**config.mk**
```make
export PLATFORM = sky130hd
export DESIGN_NAME = pa_clic_arb_scan
export DESIGN_NICKNAME = d
export VERILOG_FILES = /design/src/rtl/pa_clic_arb_scan.sv
export SDC_FILE = /design/constraint.sdc
export NUM_CORES = 1
export LEC_CHECK = 0
export CORE_AREA = 2 2 182 184
export CTS_BUF_LIST = sky130_fd_sc_hd__clkbuf_8
export CTS_CLUSTER_SIZE = 20
export DETAILED_ROUTE_END_ITERATION = 12
export DIE_AREA = 0 0 184 186
export GPL_ROUTABILITY_DRIVEN = 0
export GPL_TIMING_DRIVEN = 0
export PLACE_DENSITY = 0.66
export SLEW_MARGIN = 15
export SYNTH_ARGS = -nofsm -noshare
export SYNTH_HDL_FRONTEND = slang
export SYNTH_SLANG_ARGS = --single-unit
export TNS_END_PERCENT = 20
```
**constraint.sdc**
```tcl
create_clock -name clic_clk -period 17.4 [get_ports clic_clk]
set_input_delay 4.35 -clock clic_clk [delete_from_list [all_inputs] [get_ports clic_clk]]
set_output_delay 4.35 -clock clic_clk [all_outputs]
set_load 0.01 [all_outputs]
```
**src/rtl/pa_clic_arb_scan.sv**
```systemverilog
// Sequential CLIC scan arbiter: one kid group per cycle, publishes the sweep winner, acks it on core accept.
// Optional feature macro: CLIC_ARB_THRESH_EN (winner priority must exceed cpu_clic_thresh).
module pa_clic_arb_scan #(
  parameter int INT_NUM        = 64,
  parameter int GRP            = 8,
  parameter int ID_W           = 6,
  parameter int CLICINTCTLBITS = 3
) (
  input  logic                                   clic_clk,
  input  logic                                   cpurst,
  input  logic [INT_NUM-1:0]                     kid_arb_int_req,
  input  logic [INT_NUM*(CLICINTCTLBITS+1)-1:0]  kid_arb_int_all,
  input  logic [INT_NUM-1:0]                     kid_arb_int_hv,
  input  logic [CLICINTCTLBITS-1:0]              cpu_clic_thresh,
  input  logic                                   ctrl_arb_int_ack,
  output logic                                   arb_ctrl_int_vld,
  output logic [ID_W-1:0]                        arb_ctrl_int_id,
  output logic [CLICINTCTLBITS:0]                arb_ctrl_int_all,
  output logic                                   arb_ctrl_int_hv,
  output logic [INT_NUM-1:0]                     arb_kid_ack_int
);

  localparam int NGRP = INT_NUM / GRP;
  localparam int AW   = CLICINTCTLBITS + 1;
  localparam int CW   = (NGRP > 1) ? $clog2(NGRP) : 1;

  typedef enum logic [1:0] {SCAN, ACK, SETTLE} state_t;

  state_t            state_q, state_d;
  logic [CW-1:0]     grp_cnt_q;
  logic              best_found_q;
  logic [ID_W-1:0]   best_id_q;
  logic [AW-1:0]     best_all_q;
  logic              best_hv_q;
  logic              out_vld_q;
  logic [ID_W-1:0]   out_id_q;
  logic [AW-1:0]     out_all_q;
  logic              out_hv_q;
  logic [INT_NUM-1:0] ack_q;

  int                grp_base;
  logic              grp_found;
  logic [ID_W-1:0]   grp_id;
  logic [AW-1:0]     grp_all;
  logic              grp_hv;
  logic              mrg_found;
  logic [ID_W-1:0]   mrg_id;
  logic [AW-1:0]     mrg_all;
  logic              mrg_hv;
  logic              thresh_pass;
  logic              take_ack;
  logic              sweep_end;

  assign grp_base = int'(grp_cnt_q) * GRP;

  // Ascending scan with strict compare keeps the lowest ID on ties.
  always_comb begin
    grp_found = 1'b0;
    grp_id    = '0;
    grp_all   = '0;
    grp_hv    = 1'b0;
    for (int j = 0; j < GRP; j++) begin
      if (kid_arb_int_req[grp_base + j] &&
          (!grp_found || kid_arb_int_all[(grp_base + j)*AW +: AW] > grp_all)) begin
        grp_found = 1'b1;
        grp_id    = ID_W'(grp_base + j);
        grp_all   = kid_arb_int_all[(grp_base + j)*AW +: AW];
        grp_hv    = kid_arb_int_hv[grp_base + j];
      end
    end
  end

  always_comb begin
    mrg_found = (grp_cnt_q == '0) ? 1'b0 : best_found_q;
    mrg_id    = (grp_cnt_q == '0) ? '0   : best_id_q;
    mrg_all   = (grp_cnt_q == '0) ? '0   : best_all_q;
    mrg_hv    = (grp_cnt_q == '0) ? 1'b0 : best_hv_q;
    if (grp_found && (!mrg_found || grp_all > mrg_all)) begin
      mrg_found = 1'b1;
      mrg_id    = grp_id;
      mrg_all   = grp_all;
      mrg_hv    = grp_hv;
    end
  end

`ifdef CLIC_ARB_THRESH_EN
  assign thresh_pass = mrg_all[CLICINTCTLBITS-1:0] > cpu_clic_thresh;
`else
  logic unused_thresh;
  assign unused_thresh = ^cpu_clic_thresh;
  assign thresh_pass   = 1'b1;
`endif

  assign arb_ctrl_int_vld = out_vld_q & kid_arb_int_req[out_id_q];
  assign arb_ctrl_int_id  = out_id_q;
  assign arb_ctrl_int_all = out_all_q;
  assign arb_ctrl_int_hv  = out_hv_q;
  assign arb_kid_ack_int  = ack_q;

  assign take_ack  = (state_q == SCAN) && ctrl_arb_int_ack && arb_ctrl_int_vld;
  assign sweep_end = (state_q == SCAN) && (grp_cnt_q == CW'(NGRP - 1));

  always_ff @(posedge clic_clk) begin
    if (cpurst) state_q <= SCAN;
    else        state_q <= state_d;
  end

  always_comb begin
    state_d = state_q;
    case (state_q)
      SCAN:    if (take_ack) state_d = ACK;
      ACK:     state_d = SETTLE;
      SETTLE:  state_d = SCAN;
      default: state_d = SCAN;
    endcase
  end

  // An accepted ack abandons the sweep in progress, including on its final cycle.
  always_ff @(posedge clic_clk) begin
    if (cpurst) begin
      grp_cnt_q    <= '0;
      best_found_q <= 1'b0;
      best_id_q    <= '0;
      best_all_q   <= '0;
      best_hv_q    <= 1'b0;
      out_vld_q    <= 1'b0;
      out_id_q     <= '0;
      out_all_q    <= '0;
      out_hv_q     <= 1'b0;
      ack_q        <= '0;
    end else begin
      ack_q <= '0;
      if (state_q == SCAN) begin
        if (take_ack) begin
          out_vld_q <= 1'b0;
          ack_q     <= {{(INT_NUM-1){1'b0}}, 1'b1} << out_id_q;
          grp_cnt_q <= '0;
        end else begin
          best_found_q <= mrg_found;
          best_id_q    <= mrg_id;
          best_all_q   <= mrg_all;
          best_hv_q    <= mrg_hv;
          if (sweep_end) begin
            out_vld_q <= mrg_found & thresh_pass;
            out_id_q  <= mrg_id;
            out_all_q <= mrg_all;
            out_hv_q  <= mrg_hv;
            grp_cnt_q <= '0;
          end else begin
            grp_cnt_q <= grp_cnt_q + CW'(1);
          end
        end
      end else begin
        grp_cnt_q <= '0;
      end
    end
  end

endmodule

```
==> metrics <==
outcome finished clean; Highest Signal Layer met4; RSZ-0062 raised after global routing yes; Reg power frac 16.6%; diodes inserted 0; CP max stage cell mux4_2; TritonCTS clock tree yes; number of global-route vias before repair 8574; Logic pwr share 73.3%; met1 WL 13.7 mm; met2 wire length 17.7 mm; drt pass-1 iters 4; TritonCTS Buffers 9; Tcrit/Tclk final 97.0%; Antenna Nets Post-Route 0; CTS sink count 93; ys async rst share 0%; Layout Cells excl Fill 1616; Synth top area share 31.6%; # placed instances 1589; row count 66; Core Area 0.0322 mm^2; worst hold start best_all_q[0]; number of synthesized flops with an enable pin 0; setup violators final 0; area delta synth->final 70.9%; Worst setup SP type input port; Vias 8123; Crit Path Max Fanout 10; Max Cap Viol 0; layout cell share with drive strength beyond 1 20.5%; switching pwr 605 uW; clock buffer depth 2; crit path capture type flip-flop; gr ovfl total 0; power consumption 1.38 mW; most used cell along the critical path o21a_1; Starting Density 24.6%; Die Y-Extent 186 um; clock transition at the registers of the reported paths 100 ps; ys flop type dfxtp_1; internal power 779 uW; Mapped Cells 719; Pwr per Cell Area 102 mW/mm^2; WP data arrival 17140 ps; Sw Ratio 43.7%; initial antenna violation count 0; total track usage 19.6%; Clk network pwr share 10.1%; DP Wirelength 29.8 mm; min Tclk post-route 16880 ps; PortBufs 462; Seq/Total Area, Yosys 23.5%; worst path required time 17660 ps; crit-path leading delay family compound AO/OA/AOI/OAI gates; Commonest cells post-synth mux4_2 (111), nor2_1 (94), dfxtp_1 (93), nand2_1 (60), ha_1 (35); synthesized area 0.00791 mm^2; I/O pins 466; Slew @ Worst Pin 773 ps; P_leak 4.76 nW; first-pass GRT wire length 50.5 mm; clk_skew 9.61 ps; Slew Viols, Final 0; area leader, netlist mux4_2; WL/cell 21.3 um; htree depth 3; Distinct cells, synth 79; final net count 1628; Max Fclk 59.2 MHz; Setup CP Type input port to flip-flop; syn nets 1144; Met3 Routed Length 2.47 mm; #FFs+latches synth 93; Worst Setup SP kid_arb_int_req[0]; post-synthesis average cell area 11.0 um^2; Die W 184 um; worst reg2reg path startpoint grp_cnt_q[2]; most frequent cell after synthesis mux4_2; Final Routed Wirelength 34.4 mm; largest cells by area after synthesis mux4_2 (32%), dfxtp_1 (24%), ha_1 (5.5%); VDD IR max 0.0000902 V; worst min path class flip-flop to flip-flop; via density per instance 5.03; Worst Path Buf+Inv 6; Synth Warn # 0; drt drc 0; initial drt markers 497; Slowest Stage Delay on Critical Path 550 ps; clock root buffer clkbuf_8; Hold Fails Final Rpt 0; largest net degree at the start of global routing 20; Clock Latency Late Sink 360 ps; Die ar. 0.0342 mm^2; Rel. slew slack 47.0%
==> sequential cells by signal, summed over array words and instances (netlist names) <==
name,flops
arb_ctrl_int_all,4
arb_ctrl_int_hv,1
arb_ctrl_int_id,6
arb_kid_ack_int,64
best_all_q,4
best_found_q,1
best_hv_q,1
best_id_q,6
grp_cnt_q,3
out_vld_q,1
state_q,2
==> what timing repair did <==
item / CTS / global route
endpoints found under the setup margin: 22 / 22
resized for setup: 14 / 27
pin swaps: 1 / 12
endpoints found under the hold margin: 0 / 0
setup buffers: 1 / 10
hold buffers: 0 / 0
==> tightest hold or removal path: cells and delay by family (launching register included) <==
| family | cells | cell delay, ps |
|---|---|---|
| AOI/OAI and AO/OA | 1 | 50 |
| DFF | 1 | 320 |
| and+or+nand+nor | 1 | 50 |
==> kinds of logic after synthesis <==
kind of cell / synth area share (%)
flops: 23.5
mux: 40.0
buf+inv: 4.49
fa+ha+maj: 5.54
compound gates: 12.4
simple gates: 14.0
==> stage by stage <==
step / worst slack, ps / hold WS, ps / setup TNS [ps] / cell area (um^2) / utilization [%]
2_1_floorplan: 1050 / 421 / 0 / 7910 / -
3_3_place_gp: -1330 / 433 / -24900 / 13000 / 40.5
3_5_place_dp: -1550 / 445 / -30010 / 13000 / 40.5
4_1_cts: -12.5 / 459 / -12.5 / 13300 / 41.3
5_1_grt: -70.3 / 496 / -392 / 13500 / 42.0
6_report: 520 / 459 / 0 / 13500 / 42.0
==> path summary, 6_finish.rpt <==
| kind | end | slack (ps) | cells past startpoint |
|---|---|---|---|
| max | arb_ctrl_int_id[0] | 520 | 63 |
| min | best_all_q[0] | 460 | 2 |
| max reg2reg | arb_ctrl_int_id[0] | 3710 | 66 |
| min reg2reg | best_all_q[0] | 460 | 2 |
==> area by class of cell <==
type	instances	area, um^2
sequential	93	1860
timing repair buffer	473	4720
tap	408	510
buffer	49	300
multi-input combinational	561	5860
clock buffer	9	124
clock inverter	7	73.8
fill	3064	18700
inverter	16	62.6
==> power by group through the flow <==
stage               Clock (mW)  Sequential [mW]  Combinational (mW)
floorplan                    0            0.233               0.623
global placement             0            0.234               0.872
detailed placement           0            0.235               0.893
CTS                      0.144            0.230               0.915
global route             0.151            0.232                1.11
finish                   0.140            0.230                1.01
==> layout by cell type, fill, tap and decap left out, drive strengths merged, types with 9 or more instances in the layout <==
master and instances:
clkdlybuf4s50 462, nor2 96, nand4 9, inv 19
dfxtp 93, mux2i 24, nand3 16, nand2 62
nor2b 12, a21oi 28, ha 35, o21a 14
clkbuf 21, a211oi 11, o21ai 23, buf 48
mux2 27, mux4 115
==> per-layer routing <==
layer  GRT usage, %  up-vias
li1               -     3775
met1           23.4     3895
met2           36.5      418
met3           3.72       35
met4           3.87        0
met5              0        -
No activity file was read; power rests on OpenSTA's default activity.
